[src/rtl/riscv_pipe_pkg.sv]
// ---------------------------------------------------------------------------
// riscv_pipe_pkg
// Shared types for the RV32 5-stage pipeline controller.
//   pc_sel_e     : PC source select driven to the fetch stage
//   pipe_state_e : sequencer FSM states
//   PIPE_STAGES  : number of pipeline stages (F/D/E/M/W)
// No ports (package).
// ---------------------------------------------------------------------------
package riscv_pipe_pkg;

  localparam int PIPE_STAGES = 5;

  typedef enum logic [1:0] {
    PC_SEQ      = 2'd0,
    PC_REDIRECT = 2'd1,
    PC_TRAP     = 2'd2
  } pc_sel_e;

  typedef enum logic [2:0] {
    RST_HOLD,
    RUN,
    MEM_WAIT,
    MDU_WAIT,
    TRAP
  } pipe_state_e;

endpackage

[src/rtl/riscv_sat_counter.sv]
// ---------------------------------------------------------------------------
// riscv_sat_counter
// Saturating up-counter used for the pipeline performance counters. Sticks
// at all-ones instead of wrapping.
// Ports:
//   clk   in         core clock
//   rst_n in         asynchronous active-low reset (count -> 0)
//   inc   in         increment request for this cycle
//   count out CNT_W  current count
// ---------------------------------------------------------------------------
module riscv_sat_counter #(
  parameter int CNT_W = 32
) (
  input  logic             clk,
  input  logic             rst_n,
  input  logic             inc,
  output logic [CNT_W-1:0] count
);

  logic [CNT_W-1:0] count_q;
  logic [CNT_W-1:0] count_d;

  // Next count: hold unless incrementing, and never roll past all-ones.
  always_comb begin
    count_d = count_q;
    if (inc && (count_q != '1)) begin
      count_d = count_q + CNT_W'(1);
    end
  end

  // Count register.
  always_ff @(posedge clk or negedge rst_n) begin
    if (!rst_n) begin
      count_q <= '0;
    end else begin
      count_q <= count_d;
    end
  end

  assign count = count_q;

endmodule

[src/rtl/riscv_pipeline_ctrl.sv]
// ---------------------------------------------------------------------------
// riscv_pipeline_ctrl
// Central stall/flush sequencer for the 5-stage RV32 core. Merges load-use
// hazards, E-stage redirects, data-memory wait states, multi-cycle MDU ops
// and trap requests into per-stage stall/flush enables and the PC select.
// All outputs are combinational from the FSM state and the inputs.
//
// Optional feature macro: RISCV_PIPE_PERF_CNT_EN
//   defined   : stall_cycles / flush_events are saturating counters
//   undefined : both counters are tied to zero, no counter flops
//
// Ports:
//   clk, rst_n          clock, asynchronous active-low reset
//   load_use_hazard     D-stage instruction depends on a load in E
//   branch_taken        E-stage branch resolved taken
//   jump_taken          E-stage JAL/JALR
//   mdu_start_e         multi-cycle MDU op issued in E
//   mdu_done            MDU result valid (pulse)
//   dmem_req_m          M-stage load/store active
//   dmem_ready_m        data memory completes the M-stage access
//   trap_req            exception/interrupt request (pulse)
//   stall_f/d/e/m       hold the stage register
//   flush_d/e/m/w       insert a bubble into the stage register
//   pc_sel              PC_SEQ / PC_REDIRECT / PC_TRAP
//   bus_err             one-cycle pulse on data-memory timeout
//   stall_cycles        cycles with stall_f high (outside RST_HOLD)
//   flush_events        redirects plus trap entries
// ---------------------------------------------------------------------------
module riscv_pipeline_ctrl
  import riscv_pipe_pkg::*;
#(
  parameter int MEM_TIMEOUT    = 64,
  parameter int TRAP_FLUSH_CYC = 2,
  parameter int CNT_W          = 32
) (
  input  logic             clk,
  input  logic             rst_n,
  input  logic             load_use_hazard,
  input  logic             branch_taken,
  input  logic             jump_taken,
  input  logic             mdu_start_e,
  input  logic             mdu_done,
  input  logic             dmem_req_m,
  input  logic             dmem_ready_m,
  input  logic             trap_req,
  output logic             stall_f,
  output logic             stall_d,
  output logic             stall_e,
  output logic             stall_m,
  output logic             flush_d,
  output logic             flush_e,
  output logic             flush_m,
  output logic             flush_w,
  output logic [1:0]       pc_sel,
  output logic             bus_err,
  output logic [CNT_W-1:0] stall_cycles,
  output logic [CNT_W-1:0] flush_events
);

  // Stall vector bit order is {F, D, E, M}; flush vector is {D, E, M, W}.
  localparam logic [PIPE_STAGES-2:0] STALL_NONE  = 4'b0000;
  localparam logic [PIPE_STAGES-2:0] STALL_FRONT = 4'b1000;
  localparam logic [PIPE_STAGES-2:0] STALL_FD    = 4'b1100;
  localparam logic [PIPE_STAGES-2:0] STALL_FDE   = 4'b1110;
  localparam logic [PIPE_STAGES-2:0] STALL_ALL   = 4'b1111;

  localparam logic [PIPE_STAGES-2:0] FLUSH_NONE  = 4'b0000;
  localparam logic [PIPE_STAGES-2:0] FLUSH_ALL   = 4'b1111;
  localparam logic [PIPE_STAGES-2:0] FLUSH_DEM   = 4'b1110;
  localparam logic [PIPE_STAGES-2:0] FLUSH_DE    = 4'b1100;
  localparam logic [PIPE_STAGES-2:0] FLUSH_E     = 4'b0100;
  localparam logic [PIPE_STAGES-2:0] FLUSH_M     = 4'b0010;
  localparam logic [PIPE_STAGES-2:0] FLUSH_W     = 4'b0001;

  localparam logic [7:0] WAIT_LIMIT = 8'(MEM_TIMEOUT);
  localparam logic [2:0] TRAP_LOAD  = 3'(TRAP_FLUSH_CYC);

  pipe_state_e state_q, state_d;
  logic        trap_pending_q, trap_pending_d;
  logic [7:0]  wait_cnt_q, wait_cnt_d;
  logic [2:0]  trap_cnt_q, trap_cnt_d;
  logic        mdu_done_q, mdu_done_d;

  logic [PIPE_STAGES-2:0] stall_vec;
  logic [PIPE_STAGES-2:0] flush_vec;
  pc_sel_e                pc_sel_int;
  logic                   bus_err_int;
  logic                   dmem_stall;

  assign dmem_stall = dmem_req_m & ~dmem_ready_m;

  // State, pending trap, wait/trap counters. mdu_done_q remembers an MDU
  // completion that arrived while a memory stall was holding MDU_WAIT, so
  // the single-cycle done pulse is not lost.
  always_ff @(posedge clk or negedge rst_n) begin
    if (!rst_n) begin
      state_q        <= RST_HOLD;
      trap_pending_q <= 1'b0;
      wait_cnt_q     <= '0;
      trap_cnt_q     <= '0;
      mdu_done_q     <= 1'b0;
    end else begin
      state_q        <= state_d;
      trap_pending_q <= trap_pending_d;
      wait_cnt_q     <= wait_cnt_d;
      trap_cnt_q     <= trap_cnt_d;
      mdu_done_q     <= mdu_done_d;
    end
  end

  // Next-state and output decode. RUN applies a strict priority: trap,
  // memory stall, MDU start, redirect, load-use bubble. Outside RUN any
  // trap request is merged into the single pending trap and taken on the
  // first RUN cycle. The memory timeout path re-uses that pending flag so
  // the bus error becomes a trap on the following RUN cycle.
  always_comb begin
    state_d        = state_q;
    trap_pending_d = trap_pending_q;
    wait_cnt_d     = wait_cnt_q;
    trap_cnt_d     = trap_cnt_q;
    mdu_done_d     = mdu_done_q;
    stall_vec      = STALL_NONE;
    flush_vec      = FLUSH_NONE;
    pc_sel_int     = PC_SEQ;
    bus_err_int    = 1'b0;

    case (state_q)
      RST_HOLD: begin
        stall_vec      = STALL_FRONT;
        flush_vec      = FLUSH_ALL;
        trap_pending_d = trap_pending_q | trap_req;
        state_d        = RUN;
      end

      RUN: begin
        wait_cnt_d = '0;
        mdu_done_d = 1'b0;
        if (trap_pending_q || trap_req) begin
          flush_vec      = FLUSH_DEM;
          pc_sel_int     = PC_TRAP;
          trap_pending_d = 1'b0;
          trap_cnt_d     = TRAP_LOAD;
          state_d        = TRAP;
        end else if (dmem_stall) begin
          stall_vec  = STALL_ALL;
          flush_vec  = FLUSH_W;
          wait_cnt_d = 8'd1;
          state_d    = MEM_WAIT;
        end else if (mdu_start_e) begin
          stall_vec = STALL_FDE;
          flush_vec = FLUSH_M;
          state_d   = MDU_WAIT;
        end else if (branch_taken || jump_taken) begin
          flush_vec  = FLUSH_DE;
          pc_sel_int = PC_REDIRECT;
        end else if (load_use_hazard) begin
          stall_vec = STALL_FD;
          flush_vec = FLUSH_E;
        end
      end

      MEM_WAIT: begin
        trap_pending_d = trap_pending_q | trap_req;
        if (dmem_stall) begin
          stall_vec = STALL_ALL;
          flush_vec = FLUSH_W;
          if (wait_cnt_q == WAIT_LIMIT) begin
            bus_err_int    = 1'b1;
            trap_pending_d = 1'b1;
            wait_cnt_d     = '0;
            state_d        = RUN;
          end else begin
            wait_cnt_d = wait_cnt_q + 8'd1;
          end
        end else begin
          wait_cnt_d = '0;
          state_d    = RUN;
        end
      end

      MDU_WAIT: begin
        trap_pending_d = trap_pending_q | trap_req;
        if (dmem_stall) begin
          stall_vec  = STALL_ALL;
          flush_vec  = FLUSH_W;
          mdu_done_d = mdu_done_q | mdu_done;
          if (wait_cnt_q == WAIT_LIMIT) begin
            bus_err_int    = 1'b1;
            trap_pending_d = 1'b1;
            wait_cnt_d     = '0;
          end else begin
            wait_cnt_d = wait_cnt_q + 8'd1;
          end
        end else begin
          wait_cnt_d = '0;
          if (mdu_done || mdu_done_q) begin
            mdu_done_d = 1'b0;
            state_d    = RUN;
          end else begin
            stall_vec = STALL_FDE;
            flush_vec = FLUSH_M;
          end
        end
      end

      TRAP: begin
        stall_vec      = STALL_FRONT;
        flush_vec      = FLUSH_DEM;
        trap_pending_d = trap_pending_q | trap_req;
        if (trap_cnt_q <= 3'd1) begin
          trap_cnt_d = '0;
          state_d    = RUN;
        end else begin
          trap_cnt_d = trap_cnt_q - 3'd1;
        end
      end

      default: begin
        state_d = RST_HOLD;
      end
    endcase
  end

  assign {stall_f, stall_d, stall_e, stall_m} = stall_vec;
  assign {flush_d, flush_e, flush_m, flush_w} = flush_vec;
  assign pc_sel  = pc_sel_int;
  assign bus_err = bus_err_int;

`ifdef RISCV_PIPE_PERF_CNT_EN
  // PC_REDIRECT and PC_TRAP are only ever selected on the cycle a redirect
  // or trap entry happens, so the PC select doubles as the event strobe.
  logic stall_inc;
  logic flush_inc;

  assign stall_inc = stall_f && (state_q != RST_HOLD);
  assign flush_inc = (pc_sel_int == PC_REDIRECT) || (pc_sel_int == PC_TRAP);

  riscv_sat_counter #(.CNT_W(CNT_W)) u_stall_cnt (
    .clk   (clk),
    .rst_n (rst_n),
    .inc   (stall_inc),
    .count (stall_cycles)
  );

  riscv_sat_counter #(.CNT_W(CNT_W)) u_flush_cnt (
    .clk   (clk),
    .rst_n (rst_n),
    .inc   (flush_inc),
    .count (flush_events)
  );
`else
  assign stall_cycles = '0;
  assign flush_events = '0;
`endif

endmodule

[config.mk]
export PLATFORM = sky130hd
export DESIGN_NAME = riscv_pipeline_ctrl
export DESIGN_NICKNAME = d
export VERILOG_FILES = /design/src/rtl/riscv_pipe_pkg.sv /design/src/rtl/riscv_sat_counter.sv /design/src/rtl/riscv_pipeline_ctrl.sv
export SDC_FILE = /design/constraint.sdc
export NUM_CORES = 1
export LEC_CHECK = 0
export BUFFER_PORTS_ARGS = -buffer_cell sky130_fd_sc_hd__buf_2
export CORE_MARGIN = 3
export CORE_UTILIZATION = 45
export CTS_CLUSTER_SIZE = 24
export DETAILED_ROUTE_END_ITERATION = 6
export HOLD_SLACK_MARGIN = 0.03
export MAX_ROUTING_LAYER = met4
export PLACE_DENSITY = 0.92
export SYNTH_ARGS = -nofsm -noshare
export SYNTH_HDL_FRONTEND = slang
export SYNTH_SLANG_ARGS = --single-unit
[constraint.sdc]
create_clock -name clk -period 2.18 [get_ports clk]
set_input_delay 0.436 -clock clk [delete_from_list [all_inputs] [get_ports clk]]
set_output_delay 0.436 -clock clk [all_outputs]
set_load 0.01 [all_outputs]
==> impl_summary.md <==
Placement
The cell total after placement is 257. The routability congestion estimate is 0.926. The number of buffers inserted by port buffering is 20. Detailed placement ended at an HPWL of 2390 um. The total placed instance area is 0.00148 mm2. Before CTS, the worst setup slack after placement is 172 ps.

GRT
The number of antenna violations at the first check in global routing is 0. The number of global-route vias before repair is 1078. The first-pass GRT wire length is 4780 um. Entering global routing, the biggest net connects 17 pins.

The overall track demand over capacity in global routing is 14.9%. The total congestion overflow after global routing is 0.

Floorplanning
Measured along the y axis, the die boundary spans 64.8 um. The width of the die is 64.8 um. In this run the count of I/O pins placed on the die edge is 85. The cell row count is 20. The floorplan step defined a die boundary enclosing 0.00419 mm2. The initial utilization of the core area, before any placement, comes to 48.9%. The region available for standard cell placement spans 0.00318 mm2.

Drt
The post-route DRC violation count is 0. The total wire length is 3180 um. Dividing the detail-routed via count by the number of cells gives 4.71. The first detailed-routing pass ran for 4 iterations. The per-cell routed wire length is 12.0 um. The detailed router's first-iteration violation count is 88. For this block, the via count after detailed routing is 1249. Once detail routing completed, the nets flagged for antenna violations numbered 0.

Yosys
Sequential elements use 25.8% of the synthesized area. The netlist area before placement is 0.00155 mm2. The Yosys step of the flow raised 0 warnings. The top cell type by area accounts for 31.9% of the synthesized area. The largest total area in the synthesized netlist belongs to buf_4. The netlist uses 42 different library cells. The number of register bits inferred by synthesis is 16. The synthesized area divided by synthesized cell count is 8.01 um2. By area the synthesized netlist is led by buf_4 32%, dfrtp_1 26%, o21ai_0 6.1%, nand2_1 3.9%, ha_1 3.2%. Among all flip-flop cells after synthesis, the most frequent one is dfrtp_1. The synthesized design contains 0 enable-type register cells. For this run, asynchronously set or reset flops after synthesis account for 100%. After technology mapping, the gate count stands at 194.

Setup path
The critical path data arrival time is 1890 ps. In this run the critical register-to-register path is captured at wait_cnt_q[6]$_DFFE_PN0P_. The worst setup path is of the flip-flop to output pin kind. STA classifies the critical path endpoint as an output pin.

The delay of the slowest cell on the worst path is 500 ps. The cell family contributing the most delay on the critical path is simple AND/OR/NAND/NOR gates. The worst setup path is launched from a flip-flop.

Measured in cells, the most critical reg-to-reg path has a length of 5. Counting both buffers and inverters, the worst setup path holds a total of 1. Counting buffers and inverters, the worst setup path is 4 cells deep. The signal on the critical path passes through or3b_4 -> or4_4 -> nor3_2 -> buf_2. The worst-path maximum fanout is 2. The flop-to-flop setup slack is 460 ps. The critical register-to-register path startpoint is state_q[2]$_DFFE_PN0P_.

Data on the critical path is required at its endpoint by 1740 ps. The standard cell with the maximum stage delay on the critical path is or4_4.

Cells and area
The finished layout holds 265 standard cells, fillers aside. The layout filler cell count is 311. The number of nets at the end of the flow is 236.

The ratio of cells with drive above 1 in the final layout is 21.3%. The area growth from synthesis to layout is 3.46%. 0 antenna diodes ended up in the layout. The area of all placed cells without fillers is 0.00161 mm2.

Timing
The peak clock frequency supported by timing is 431 MHz. The setup TNS is -215 ps. The worst pin sits at a relative slew slack of 62.3%.

The max-slew violation count is 0. Setup violations remaining at the end of the flow were counted as 2. Across the routed clock network, the largest skew measured is 1.73 ps. The post-layout worst setup margin is -143 ps. The hold slack is 31.2 ps.

The total count of hold-check failures in the final report is 0. The routed design could run at a clock period as short as 2320 ps. Setup repair after global routing could not meet its margin everywhere. The final clock period utilization by the worst path is 107%.

The actual slew at the worst max-slew pin is 564 ps.

Clocking
The CTS clock-pin slew for the worst setup and hold paths is 90 ps. CTS saw 16 sinks. The TritonCTS clock tree is built.

The CTS buffer count is 3. In this run the number of H-tree levels came out at 1. The clock passes through at most 2 buffers. The cell at the root of the clock tree is clkbuf_4. The clock latency of the later-clocked register in the worst-skew pair is 300 ps.

Power and ir drop
The leakage power summed over all cells is 0.828 nW. The power density of the placed cells is 995 mW/mm2. Across the VDD grid, the largest voltage drop is 0.000391 V.

Hold path
The path class of the tightest hold or removal check is input port to async pin.

Job
The total of max-cap violations is 0.

Run status
The checks that failed: negative setup slack. The run finished, with violations left.
[stage by stage]
stage               total power [mW]  util [%]
finish                          1.60      50.6
global route                    1.73      50.6
CTS                             1.52      49.1
detailed placement              1.25      46.4
global placement                1.21      46.4
floorplan                       1.08         -
[kinds of logic (layout without fill, tap and decap cells)]
family	Yosys count	count (layout)	synth area share (%)
xor+xnor	3	3	1.69
flops	16	16	25.8
buf+inv	74	38	33.9
simple gates	55	55	19.2
fa+ha+maj	4	4	3.22
mux	1	1	0.644
other cells	1	64	0.241
compound gates	40	40	15.4
[worst max-delay path by stage]
stage                                start         to  slack (ps)
CTS                 state_q[2]$_DFFE_PN0P_  pc_sel[0]        -140
global route        state_q[1]$_DFFE_PN0P_  pc_sel[0]        -160
detailed placement              dmem_req_m  pc_sel[0]         170
global placement                dmem_req_m  pc_sel[0]         200
floorplan           state_q[0]$_DFFE_PN0P_  pc_sel[0]         260
finish              state_q[1]$_DFFE_PN0P_  pc_sel[0]        -140
[cells in the final DEF, fill, tap and decap left out, drive strengths merged, types with 2 or more instances in the layout]
master  count
nand3       6
or3b        2
conb       64
inv         5
nor2       10
or2         2
o21bai      2
ha          4
clkbuf      4
dfrtp      16
nand2      16
nor3        4
a31oi       3
xnor2       2
a21oi       6
nand2b      2
and3        3
o21ai      20
nor2b       4
buf        29
[area by class of cell]
type                    count  area (um2)  share of cell area [%]
clock buffers               4        36.3                    2.26
inverters                   5        18.8                    1.17
well taps                  44        55.1                    3.42
flip-flops and latches     16         400                    24.9
multi-input cells         167         926                    57.6
repair buffers             29         171                    10.7
[flip-flops by register name (all words and copies together), names as in the netlist]
signal,cells
wait_cnt_q,8
mdu_done_q,1
trap_pending_q,1
state_q,3
trap_cnt_q,3
[synth_stat cells (2+ instances only)]
library cell   n
a21oi_1        6
a31oi_1        3
and3_1         3
buf_4         66
clkbuf_1       2
dfrtp_1       16
ha_1           4
inv_1          5
nand2_1       16
nand2b_1       2
nand3_1        6
nor2_1        10
nor2b_1        4
nor3_1         3
o21ai_0       19
o21bai_1       2
xnor2_1        2
[report_power, final]
group          total [mW]  internal, mW  switching, mW
registers           0.430         0.372         0.0588
logic               0.964         0.410          0.554
clock network       0.205         0.102          0.103
[metal layers]
layer / vias to the layer above / wire length, um / part of all wire (%) / track usage, %
met5: - / 0 / 0 / -
met4: 0 / 85 / 2.7 / 10.0
met3: 7 / 313 / 9.9 / 1.73
met2: 77 / 1530 / 48 / 24.3
met1: 581 / 1250 / 39 / 17.3
li1: 584 / - / - / -
[timing repair]
item | in CTS | in global routing
endpoints found under the setup margin | 9 | 8
endpoints found under the hold margin | 0 | 0
gates cloned | 0 | 0
gates resized for setup | 8 | 6
pin swaps | 1 | 4
buffers inserted | 2 | 2
hold buffers | 0 | 0
No activity file was read; power rests on OpenSTA's default activity.
